### src/rtl/loader_pkg.sv
// rtl/loader_pkg.sv - shared constants for the UART program loader
package loader_pkg;

  // Frame start marker
  localparam logic [7:0] HEADER = 8'hA5;

  // Frame field widths
  localparam int BYTE_W = 8;
  localparam int LEN_W  = 16;
  localparam int WORD_W = 32;

  // Frame FSM states
  localparam logic [2:0] ST_IDLE   = 3'd0;
  localparam logic [2:0] ST_LEN_LO = 3'd1;
  localparam logic [2:0] ST_LEN_HI = 3'd2;
  localparam logic [2:0] ST_DATA   = 3'd3;
  localparam logic [2:0] ST_CSUM   = 3'd4;
  localparam logic [2:0] ST_ERR    = 3'd5;

  // Byte receiver states
  localparam logic [1:0] RX_IDLE  = 2'd0;
  localparam logic [1:0] RX_START = 2'd1;
  localparam logic [1:0] RX_BITS  = 2'd2;
  localparam logic [1:0] RX_STOP  = 2'd3;

endpackage

### src/rtl/uart_rx_byte.sv
// rtl/uart_rx_byte.sv - 8N1 UART byte receiver with synchronizer and framing check
module uart_rx_byte
  import loader_pkg::*;
#(
  parameter int BIT_CYC = 434
) (
  input  logic       clk,
  input  logic       rst,
  input  logic       uart_rx,
  output logic [7:0] rx_data,
  output logic       rx_valid,
  output logic       rx_ferr
);

  localparam int CNT_W = $clog2(BIT_CYC);
  localparam logic [CNT_W-1:0] FULL = CNT_W'(BIT_CYC - 1);
  localparam logic [CNT_W-1:0] HALF = CNT_W'(BIT_CYC / 2 - 1);

  logic [1:0]       sync;
  logic             rx_s;
  logic             rx_prev;
  logic [1:0]       rx_state;
  logic [CNT_W-1:0] timer;
  logic [2:0]       bit_idx;
  logic [7:0]       shreg;

  assign rx_s = sync[1];

  // Two-flop synchronizer preset to idle-high, plus a delayed copy for edge detection
  always_ff @(posedge clk or posedge rst) begin
    if (rst) begin
      sync    <= 2'b11;
      rx_prev <= 1'b1;
    end else begin
      sync    <= {sync[0], uart_rx};
      rx_prev <= rx_s;
    end
  end

  // Bit timer: falling edge starts it, mid-start recheck rejects glitches, stop bit checked at its middle
  always_ff @(posedge clk or posedge rst) begin
    if (rst) begin
      rx_state <= RX_IDLE;
      timer    <= '0;
      bit_idx  <= '0;
      shreg    <= '0;
      rx_data  <= '0;
      rx_valid <= 1'b0;
      rx_ferr  <= 1'b0;
    end else begin
      rx_valid <= 1'b0;
      rx_ferr  <= 1'b0;
      case (rx_state)
        RX_IDLE: begin
          if (rx_prev && !rx_s) begin
            timer    <= HALF;
            rx_state <= RX_START;
          end
        end
        RX_START: begin
          if (timer != '0) begin
            timer <= timer - 1'b1;
          end else if (!rx_s) begin
            timer    <= FULL;
            bit_idx  <= '0;
            rx_state <= RX_BITS;
          end else begin
            rx_state <= RX_IDLE;
          end
        end
        RX_BITS: begin
          if (timer != '0) begin
            timer <= timer - 1'b1;
          end else begin
            shreg   <= {rx_s, shreg[7:1]};
            bit_idx <= bit_idx + 1'b1;
            timer   <= FULL;
            if (bit_idx == 3'd7) rx_state <= RX_STOP;
          end
        end
        RX_STOP: begin
          if (timer != '0) begin
            timer <= timer - 1'b1;
          end else begin
            if (rx_s) begin
              rx_data  <= shreg;
              rx_valid <= 1'b1;
            end else begin
              rx_ferr <= 1'b1;
            end
            rx_state <= RX_IDLE;
          end
        end
        default: rx_state <= RX_IDLE;
      endcase
    end
  end

endmodule

### src/rtl/uart_rom_loader.sv
// rtl/uart_rom_loader.sv - framed UART program loader driving the instruction ROM write port
module uart_rom_loader
  import loader_pkg::*;
#(
  parameter int CLK_FREQ    = 50_000_000,
  parameter int BAUD        = 115200,
  parameter int ADDR_W      = 12,
  parameter int TIMEOUT_CYC = 1_000_000
) (
  input  logic              clk,
  input  logic              rst,
  input  logic              uart_rx,
  output logic              rom_we,
  output logic [ADDR_W-1:0] rom_waddr,
  output logic [31:0]       rom_wdata,
  output logic              cpu_hold,
  output logic              load_done,
  output logic              load_err
);

  localparam int BIT_CYC = CLK_FREQ / BAUD;
  localparam int TMO_W   = $clog2(TIMEOUT_CYC + 1);
  localparam logic [TMO_W-1:0] TMO_LAST = TMO_W'(TIMEOUT_CYC - 1);
  localparam logic [LEN_W:0]   LEN_MAX  = (LEN_W + 1)'(2 ** ADDR_W);

  logic [7:0]       rx_data;
  logic             rx_valid;
  logic             rx_ferr;

  logic [2:0]       state;
  logic [7:0]       len_lo;
  logic [ADDR_W:0]  len_words;
  logic [ADDR_W:0]  word_cnt;
  logic [1:0]       byte_cnt;
  logic [23:0]      word_lo;
  logic [7:0]       csum;
  logic [TMO_W-1:0] tmo_cnt;

  logic [LEN_W-1:0] len_n;
  logic             len_bad;
  logic             active;

  uart_rx_byte #(.BIT_CYC(BIT_CYC)) u_rx (
    .clk      (clk),
    .rst      (rst),
    .uart_rx  (uart_rx),
    .rx_data  (rx_data),
    .rx_valid (rx_valid),
    .rx_ferr  (rx_ferr)
  );

  // Length decode and in-frame flag used by the FSM below
  always_comb begin
    len_n   = {rx_data, len_lo};
    len_bad = ({1'b0, len_n} > LEN_MAX);
    active  = (state == ST_LEN_LO) || (state == ST_LEN_HI) ||
              (state == ST_DATA)   || (state == ST_CSUM);
  end

  // Frame FSM: header/length parse, word assembly, checksum, timeout and framing aborts
  always_ff @(posedge clk or posedge rst) begin
    if (rst) begin
      state     <= ST_IDLE;
      rom_we    <= 1'b0;
      rom_waddr <= '0;
      rom_wdata <= '0;
      cpu_hold  <= 1'b0;
      load_done <= 1'b0;
      load_err  <= 1'b0;
      len_lo    <= '0;
      len_words <= '0;
      word_cnt  <= '0;
      byte_cnt  <= '0;
      word_lo   <= '0;
      csum      <= '0;
      tmo_cnt   <= '0;
    end else begin
      rom_we <= 1'b0;

      if (active && !(rx_valid || rx_ferr)) tmo_cnt <= tmo_cnt + 1'b1;
      else                                  tmo_cnt <= '0;

      case (state)
        ST_IDLE: begin
          if (rx_valid && rx_data == HEADER) begin
            state     <= ST_LEN_LO;
            cpu_hold  <= 1'b1;
            load_done <= 1'b0;
            load_err  <= 1'b0;
            word_cnt  <= '0;
            byte_cnt  <= '0;
            csum      <= '0;
          end
        end
        ST_LEN_LO: begin
          if (rx_valid) begin
            len_lo <= rx_data;
            state  <= ST_LEN_HI;
          end
        end
        ST_LEN_HI: begin
          if (rx_valid) begin
            len_words <= len_n[ADDR_W:0];
            if (len_bad)                 state <= ST_ERR;
            else if (len_n == '0)        state <= ST_CSUM;
            else                         state <= ST_DATA;
          end
        end
        ST_DATA: begin
          if (rx_valid) begin
            csum     <= csum + rx_data;
            byte_cnt <= byte_cnt + 1'b1;
            case (byte_cnt)
              2'd0: word_lo[7:0]   <= rx_data;
              2'd1: word_lo[15:8]  <= rx_data;
              2'd2: word_lo[23:16] <= rx_data;
              default: begin
                rom_we    <= 1'b1;
                rom_waddr <= word_cnt[ADDR_W-1:0];
                rom_wdata <= {rx_data, word_lo};
                word_cnt  <= word_cnt + 1'b1;
                if (word_cnt + 1'b1 == len_words) state <= ST_CSUM;
              end
            endcase
          end
        end
        ST_CSUM: begin
          if (rx_valid) begin
            if (rx_data == csum) begin
              state     <= ST_IDLE;
              load_done <= 1'b1;
              cpu_hold  <= 1'b0;
            end else begin
              state <= ST_ERR;
            end
          end
        end
        ST_ERR: begin
          load_err <= 1'b1;
          state    <= ST_IDLE;
        end
        default: state <= ST_IDLE;
      endcase

      // Framing errors and inter-byte timeouts abort any frame in progress
      if (active && (rx_ferr || tmo_cnt == TMO_LAST)) state <= ST_ERR;
    end
  end

endmodule

### config.mk
export PLATFORM = sky130hd
export DESIGN_NAME = uart_rom_loader
export DESIGN_NICKNAME = d
export VERILOG_FILES = /design/src/rtl/loader_pkg.sv /design/src/rtl/uart_rx_byte.sv /design/src/rtl/uart_rom_loader.sv
export SDC_FILE = /design/constraint.sdc
export NUM_CORES = 1
export LEC_CHECK = 0
export ABC_AREA = 0
export CORE_MARGIN = 3
export CORE_UTILIZATION = 29
export CTS_BUF_LIST = sky130_fd_sc_hd__clkbuf_8
export DETAILED_ROUTE_END_ITERATION = 8
export PLACE_DENSITY_LB_ADDON = 0.2
export SYNTH_ARGS = -nofsm -noshare
export SYNTH_HDL_FRONTEND = slang
export SYNTH_SLANG_ARGS = --single-unit
### constraint.sdc
create_clock -name clk -period 10.5 [get_ports clk]
set_input_delay 2.625 -clock clk [delete_from_list [all_inputs] [get_ports clk]]
set_output_delay 2.625 -clock clk [all_outputs]
set_load 0.03 [all_outputs]
**After elaboration in Yosys (flattened, before gate mapping)**

Cells that the tools add are included.

- $add $sub $neg: 6
- Magnitude comparators: 1
- Equal/unequal tests: 35
- Multiplexer cells: 58
- Bitwise gates (word level): 2
- Reduce and logical (&&, ||, !) cells: 37

Operators with widths:

| cell | number |
|---|---|
| 9-bit two-way mux | 5 |
| 3-bit two-way mux | 14 |
| 13-bit two-way mux | 3 |
| 9-bit case mux with 4 select lines | 1 |
| 13-bit case mux with 2 select lines | 1 |
| 3-bit AND reduction | 7 |
| 20-bit by 1-bit adder with 20-bit output, second input constant | 1 |
| 20-bit == test, second input constant | 1 |
| 20-bit two-way mux | 1 |
| 16-bit by 13-bit greater-than comparator with 1-bit output, second input constant | 1 |
| 16-bit logical NOT | 1 |
| 2-bit two-way mux | 8 |
| 8-bit two-way mux | 2 |
| 8-bit case mux with 2 select lines | 1 |
| 1-bit two-way mux | 15 |
| 3-bit by 1-bit inequality test with 1-bit output, second input constant | 5 |
| 3-bit case mux with 5 select lines | 1 |
| 13-bit by 1-bit adder with 13-bit output, second input constant | 1 |
| 13-bit == test | 1 |
| 2-bit by 1-bit inequality test with 1-bit output, second input constant | 6 |
| 2-bit inequality test, second input constant | 6 |
| 4-bit AND reduction | 3 |
| 3-bit == test, second input constant | 3 |
| 9-bit nonzero test | 1 |
| other kinds (27) | 50 |

- Bits in registers: 174
- Input port bits: 3
- Output and inout bits: 48

**Longest topological paths before layout**

Gate-level depths: netlist of the first run.

- Word-level depth: 7
- Depth in mapped cells: 9

**By module**

From an unflattened synthesis of the first run, not the netlist that was laid out.

- Cell total of the unflattened synthesis: 763
- Area total of the unflattened synthesis: 8361.8 µm²

Modules (own cells, without submodules):

| module | times used | cells an instance | area each (µm²) |
|---|---|---|---|
| uart_rom_loader | 1 | 613 | 6572.6 |
| uart_rx_byte | 1 | 150 | 1789.2 |

**Least setup slack after synthesis of the first run**

Ideal clock, no wire load.

- Path kind: register -> output
- Start: register load_err
- End: output port load_err
- Arrival time: 496 ps
- Required time: 7875 ps
- Path slack: 7379 ps
- Cell stages (with the launch flop): 1
- Cells stage by stage: dfrtp_1

RTL lines:

| element | line | text |
|---|---|---|
| from (decl) | uart_rom_loader.sv:18 | `output logic load_err` |
| from (signal assigned) | uart_rom_loader.sv:69 | `load_err <= 1'b0;` |
| from (signal assigned) | uart_rom_loader.sv:89 | `load_err <= 1'b0;` |
| from (signal assigned) | uart_rom_loader.sv:139 | `load_err <= 1'b1;` |

No word-level cell between the ends.

==> flow_summary.toml, run 1 <==
[status]
status = "finished, final reports clean"

[synthesis]
syn_nets = 805
ys_types = 64
netlist.top_cell.by_area = "dfrtp_1"
synth_top_area_share_pct = 52.5
synth_seq_cells = 174
synth.most_common_cell = "nand2_1"
synth_warnings = 0
synthTopCellsByCount = "nand2_1 (175), dfrtp_1 (171), mux2_2 (58)"
netlist_area_um2 = 8150
synth_edf_count = 0
synth_area_per_cell_um2 = 10.4
synth_area_leaders = "dfrtp_1 (53%), nand2_1 (8.1%), mux2_2 (8.0%), ha_1 (3.1%), xor2_1 (2.5%)"
async_reset_ff_share_pct = 100
synth_ff_type = "dfrtp_1"
yosysSeqAreaShare_pct = 53.5
syn-instance-count = 781

[floorplan]
core_area_um2 = 27300
rows = 60
die_w_um = 174
die_area_um2 = 30100
io_pins = 51
start_util_pct = 29.9
chipHeight_um = 174

[placement]
numPortBuffers = 50
gp_congestion = 0.736
hpwl_um = 11200

[clock_network]
clkLatencyLatePin_ns = 0.47
cts.sinks = 174
cts.htree.levels = 4
cts_tree = "built"
cts_root_buffer = "clkbuf_8"
clk_pin_slew_ns = 0.09
cts_hold_buffers = 0
post_cts_buffers = 0
cts_resized = 0
clk_path_buf_depth = 2
cts_made_buffers = 17

[global_routing]
antenna_found_initial = 0
grt.overflow.total = 0
grt_max_degree = 103
grt_pass1_vias = 5706
grt_use_total_pct = 12.2
grt_pass1_wl_um = 30200

[route]
routed_wirelength_um = 17700
drtIter0Drc = 267
drt-wirelength-per-cell_um = 14.7
ant_nets = 0
vias = 5559
drcViolationCount = 0
via_per_inst = 4.63
dr.pass1.iters = 4

[timing]
setup_viol = 0
fmax_mhz = 233
hold_viol_final = 0
rsz0062_at_grt = "no"
finalCriticalPeriod_ns = 4.29
finalMaxSlewViolations = 0
fin_crit_sh_pct = 40.8
relSlewSlack_pct = 36.9
setup_tns_ns = 0
skew_ns = 0.0153
worst_slew_pin_slew_ns = 0.946

[power]
total_power_mw = 1.33
p_leak_nw = 4.46
peakVddDrop_mv = 0.0915
power.density_nw_per_um2 = 143

[worst_setup_path]
crit_path_end_kind = "async pin"
worstPathRequired_ns = 10.96
path_max_fanout = 102
critPathArrivalTime_ns = 4.75
rr_startpoint = "state[2]"
start_kind = "input pin"
worstRegToRegCells = 7
critPathKind = "input pin to async pin"
rr_endpoint = "word_cnt[11]"
ff2ff_setup_slack_ns = 7.24
crit_start = "rst"

[layout]
syn_to_final_growth_pct = 14.5
antenna_cells = 0
final.fill_count = 2760
drive_gt1_share_pct = 13.8
nNetsFinal = 840

[hold_path]
whs_path_depth = 0
whs_endpoint = "u_rx.sync[1]"
min_from = "u_rx.sync[0]"
hold_path.class = "register to register"

[job]
drv_cap = 0
## cell families (layout without fill, tap and decap cells)
logic type,Yosys count,after routing,synth area share (%)
AOI/OAI and AO/OA,117,117,9.08
DFF,174,174,53.5
xor gates and xnor gates,43,43,4.62
buffers and inverters,55,103,3.03
muxes,60,60,8.32
adders and majority gates,21,21,3.32
and+or+nand+nor,311,311,18.1
## critical path, cell delays in order
cell             delay (ns)
clkdlybuf4s50_1        0.47
inv_6                  0.65
buf_4                  0.86
## where the power goes
part	total (mW)	leakage, nW	switching [mW]	internal [mW]
combinational	0.167	1.88	0.101	0.0656
clock	0.445	0.174	0.259	0.186
sequential	0.721	2.41	0.0276	0.694
## routing by layer
metal | track usage (%) | up-vias | share of wire [%]
met3 | 2.32 | 11 | 2.3
met5 | 0 | - | 0
met4 | 3.28 | 0 | 0.90
met1 | 16.9 | 2751 | 49
li1 | - | 2742 | -
met2 | 19.8 | 55 | 47
## sequential cells by signal, indices dropped and copies added (netlist names), 2 cells and up, named ones only
register,count
rom_waddr,12
u_rx.shreg,8
word_cnt,13
len_lo,8
word_lo,24
rom_wdata,32
u_rx.rx_data,8
byte_cnt,2
tmo_cnt,20
u_rx.sync,2
csum,8
u_rx.bit_idx,3
u_rx.timer,9
len_words,13
state,3
## cell usage in the layout (no fill, tap or decap), types with 4 or more instances in the layout
cell             netlist  layout
a21o_1                 4       4
a21oi_1               31      31
a22o_1                 9       9
a31oi_1                4       4
and2_1                 4       4
and3_1                 9       9
clkbuf_8               0      17
clkdlybuf4s50_1        0      50
clkinvlp_4             0       6
dfrtp_1              171     171
ha_1                  20      20
inv_1                 17      19
mux2_2                58      58
nand2_1              175     174
nand2b_1               5       5
nand3_1               15      15
nand4_1                8       8
nor2_1                42      42
nor3_1                11      11
nor4_1                 8       8
o21a_1                 4       4
o21ai_0               33      33
o21ai_1               11      11
o31ai_1                5       5
or3_1                  9       9
xnor2_1               20      20
xor2_1                23      23
## final cells by class
class | instances | area (um2) | share of cell area [%]
flip-flops and latches | 174 | 4360 | 46.7
multi-input cells | 552 | 3540 | 38.0
repair buffers | 53 | 523 | 5.61
well taps | 372 | 465 | 4.99
clock buffers | 17 | 234 | 2.51
clock inverters | 15 | 126 | 1.36
inverters | 18 | 72.6 | 0.778
## how the worst max path moves through the flow
stage	slack [ns]	endpoint	cells after the start
4_1_cts	6.09	state[1]	3
3_3_place_gp	5.57	u_rx.rx_data[6]	3
2_1_floorplan	3.16	async pin	1
5_1_grt	5.86	state[0]	3
6_report	6.21	u_rx.rx_valid	3
3_5_place_dp	5.57	csum[3]	3
## metrics by stage
stage	utilization, %	area, um2	std cells	setup slack (ns)	hold slack, ns
2_1_floorplan	-	8150	781	3.16	0.345
5_1_grt	34.2	9320	1201	5.86	0.365
6_report	34.2	9320	1201	6.21	0.359
3_5_place_dp	32.9	8960	1169	5.57	0.347
3_3_place_gp	32.9	8960	1169	5.57	0.346
4_1_cts	34.2	9320	1201	6.09	0.361
(Power assumes the default switching activity.)
==> run 2, diff against run 1 <==
==> constraint.sdc (replaced) <==
create_clock -name clk -period 3.7 [get_ports clk]
set_input_delay 0.925 -clock clk [delete_from_list [all_inputs] [get_ports clk]]
set_output_delay 0.925 -clock clk [all_outputs]
set_load 0.03 [all_outputs]
==> run 2 against run 1 <==
Effect of this change: worst hold slack improved by 0.0039 ns; clock power increased to 3.3 times the previous value; global-route usage decreased by 0.31 points; via count decreased by 0.38%; combinational power increased to 2.9 times the previous value; register-to-register slack got worse by 6.0 ns; critical endpoint is now csum[7]; largest power group unchanged.
==> flow_summary.toml, run 2 (synthesis gave the netlist of run 1 again) <==
[status]
status = "finished, final reports clean"

[clock_network]
post_cts_buffers = 0
clkLatencyLatePin_ns = 0.46
clk_pin_slew_ns = 0.10
cts.htree.levels = 4
cts.sinks = 174
clk_path_buf_depth = 2
cts_tree = "built"
cts_root_buffer = "clkbuf_8"
cts_resized = 0
cts_made_buffers = 17
cts_hold_buffers = 0

[route]
routed_wirelength_um = 17400
via_per_inst = 4.60
drcViolationCount = 0
ant_nets = 0
drt-wirelength-per-cell_um = 14.5
vias = 5538
dr.pass1.iters = 4
drtIter0Drc = 405

[layout]
final_cell_mix = "nand2_1 (174), dfrtp_1 (171), mux2_2 (58)"
drive_gt1_share_pct = 14.4
largest_reg_flops = 32
syn_to_final_growth_pct = 16.1
largest-register = "rom_wdata"
nNetsFinal = 844
antenna_cells = 0
final_common_cell = "nand2_1"
largestRegisters = "rom_wdata x32, word_lo x24, tmo_cnt x20"

[global_routing]
grt_max_degree = 66
grt_pass1_vias = 5525
grt.overflow.total = 0
grt_pass1_wl_um = 29600
grt_use_total_pct = 11.9
antenna_found_initial = 0

[floorplan]
start_util_pct = 29.9
io_pins = 51
die_area_um2 = 30100
core_area_um2 = 27300
chipHeight_um = 174
rows = 60
die_w_um = 174

[power]
p_sw_mw = 1.11
peakVddDrop_mv = 0.264
pwr-share-comb_pct = 12.0
p_clk_share_pct = 36.4
power.density_nw_per_um2 = 420
p_leak_nw = 4.54
p_int_mw = 2.86
pwr-share-seq_pct = 51.6
switching_share_pct = 27.9

[timing]
hold_viol_final = 0
worst_slew_pin_slew_ns = 0.691
skew_ns = 0.0204
relSlewSlack_pct = 53.7
setup_tns_ns = 0
fmax_mhz = 402
setup_viol = 0
fin_crit_sh_pct = 67.2
rsz0062_at_grt = "no"
finalMaxSlewViolations = 0
finalCriticalPeriod_ns = 2.49
fin_hold_ws_ns = 0.363

[placement]
gp_congestion = 0.739
hpwl_um = 11500
numPortBuffers = 50

[worst_setup_path]
start_kind = "register"
critPathArrivalTime_ns = 2.87
path_max_fanout = 11
worstPathRequired_ns = 4.09
ff2ff_setup_slack_ns = 1.21
critPathKind = "register to register"
crit_path_end_kind = "register"

[job]
drv_cap = 0

[hold_path]
hold_path.class = "register to register"
==> run 2: power groups by stage <==
stage | Clock, mW | Combinational (mW) | Sequential (mW)
detailed placement | 0 | 0.484 | 2.08
CTS | 1.51 | 0.484 | 2.05
floorplan | 0 | 0.380 | 2.07
finish | 1.45 | 0.476 | 2.05
global route | 1.60 | 0.553 | 2.06
global placement | 0 | 0.476 | 2.08
==> run 2: stage by stage <==
stage | area (um2) | worst slack [ns] | instances | util [%] | power [mW]
final | 9460 | 1.21 | 1205 | 34.7 | 3.97
after global routing | 9460 | 1.02 | 1205 | 34.7 | 4.21
after CTS | 9460 | 1.14 | 1205 | 34.7 | 4.04
after detailed placement | 9030 | 1.21 | 1173 | 33.1 | 2.57
after global placement | 9030 | 1.27 | 1173 | 33.1 | 2.56
after floorplan | 8150 | 0.553 | 781 | - | 2.44
==> run 2: critical path, cell delays in order (launching register included) <==
cell and delay, ns:
dfrtp_1 0.66, ha_1 0.33, a21o_1 0.16, a21oi_1 0.22, o21bai_1 0.13, a2111oi_2 0.42, nor3_1 0.12, nor4b_1 0.26
nand3b_1 0.14
==> run 2: worst paths after layout <==
check,from,endpoint,cells past startpoint
worst max register to register,u_rx.rx_data[1],csum[7],8
worst min register to register,u_rx.sync[0],u_rx.sync[1],0
max in group asynchronous,rst,word_cnt[9],3
worst max-delay path,u_rx.rx_data[1],csum[7],8
min in group asynchronous,rst,u_rx.rx_data[4],2
worst min-delay path,u_rx.sync[0],u_rx.sync[1],0
==> run 2: layer usage <==
| metal | track usage [%] | vias to the layer above | share of wire (%) |
|---|---|---|---|
| li1 | - | 2746 | - |
| met1 | 16.8 | 2733 | 51 |
| met2 | 18.9 | 45 | 46 |
| met3 | 2.23 | 14 | 1.9 |
| met4 | 3.22 | 0 | 1.0 |
| met5 | 0 | - | 0 |
==> run 2: area by class of cell <==
class	instances	area, um2
Clock inverter	14	180
Multi-Input combinational cell	552	3540
Fill cell	2802	17800
Timing Repair Buffer	57	591
Clock buffer	18	248
Tap cell	372	465
Inverter	18	71.3
Sequential cell	174	4360
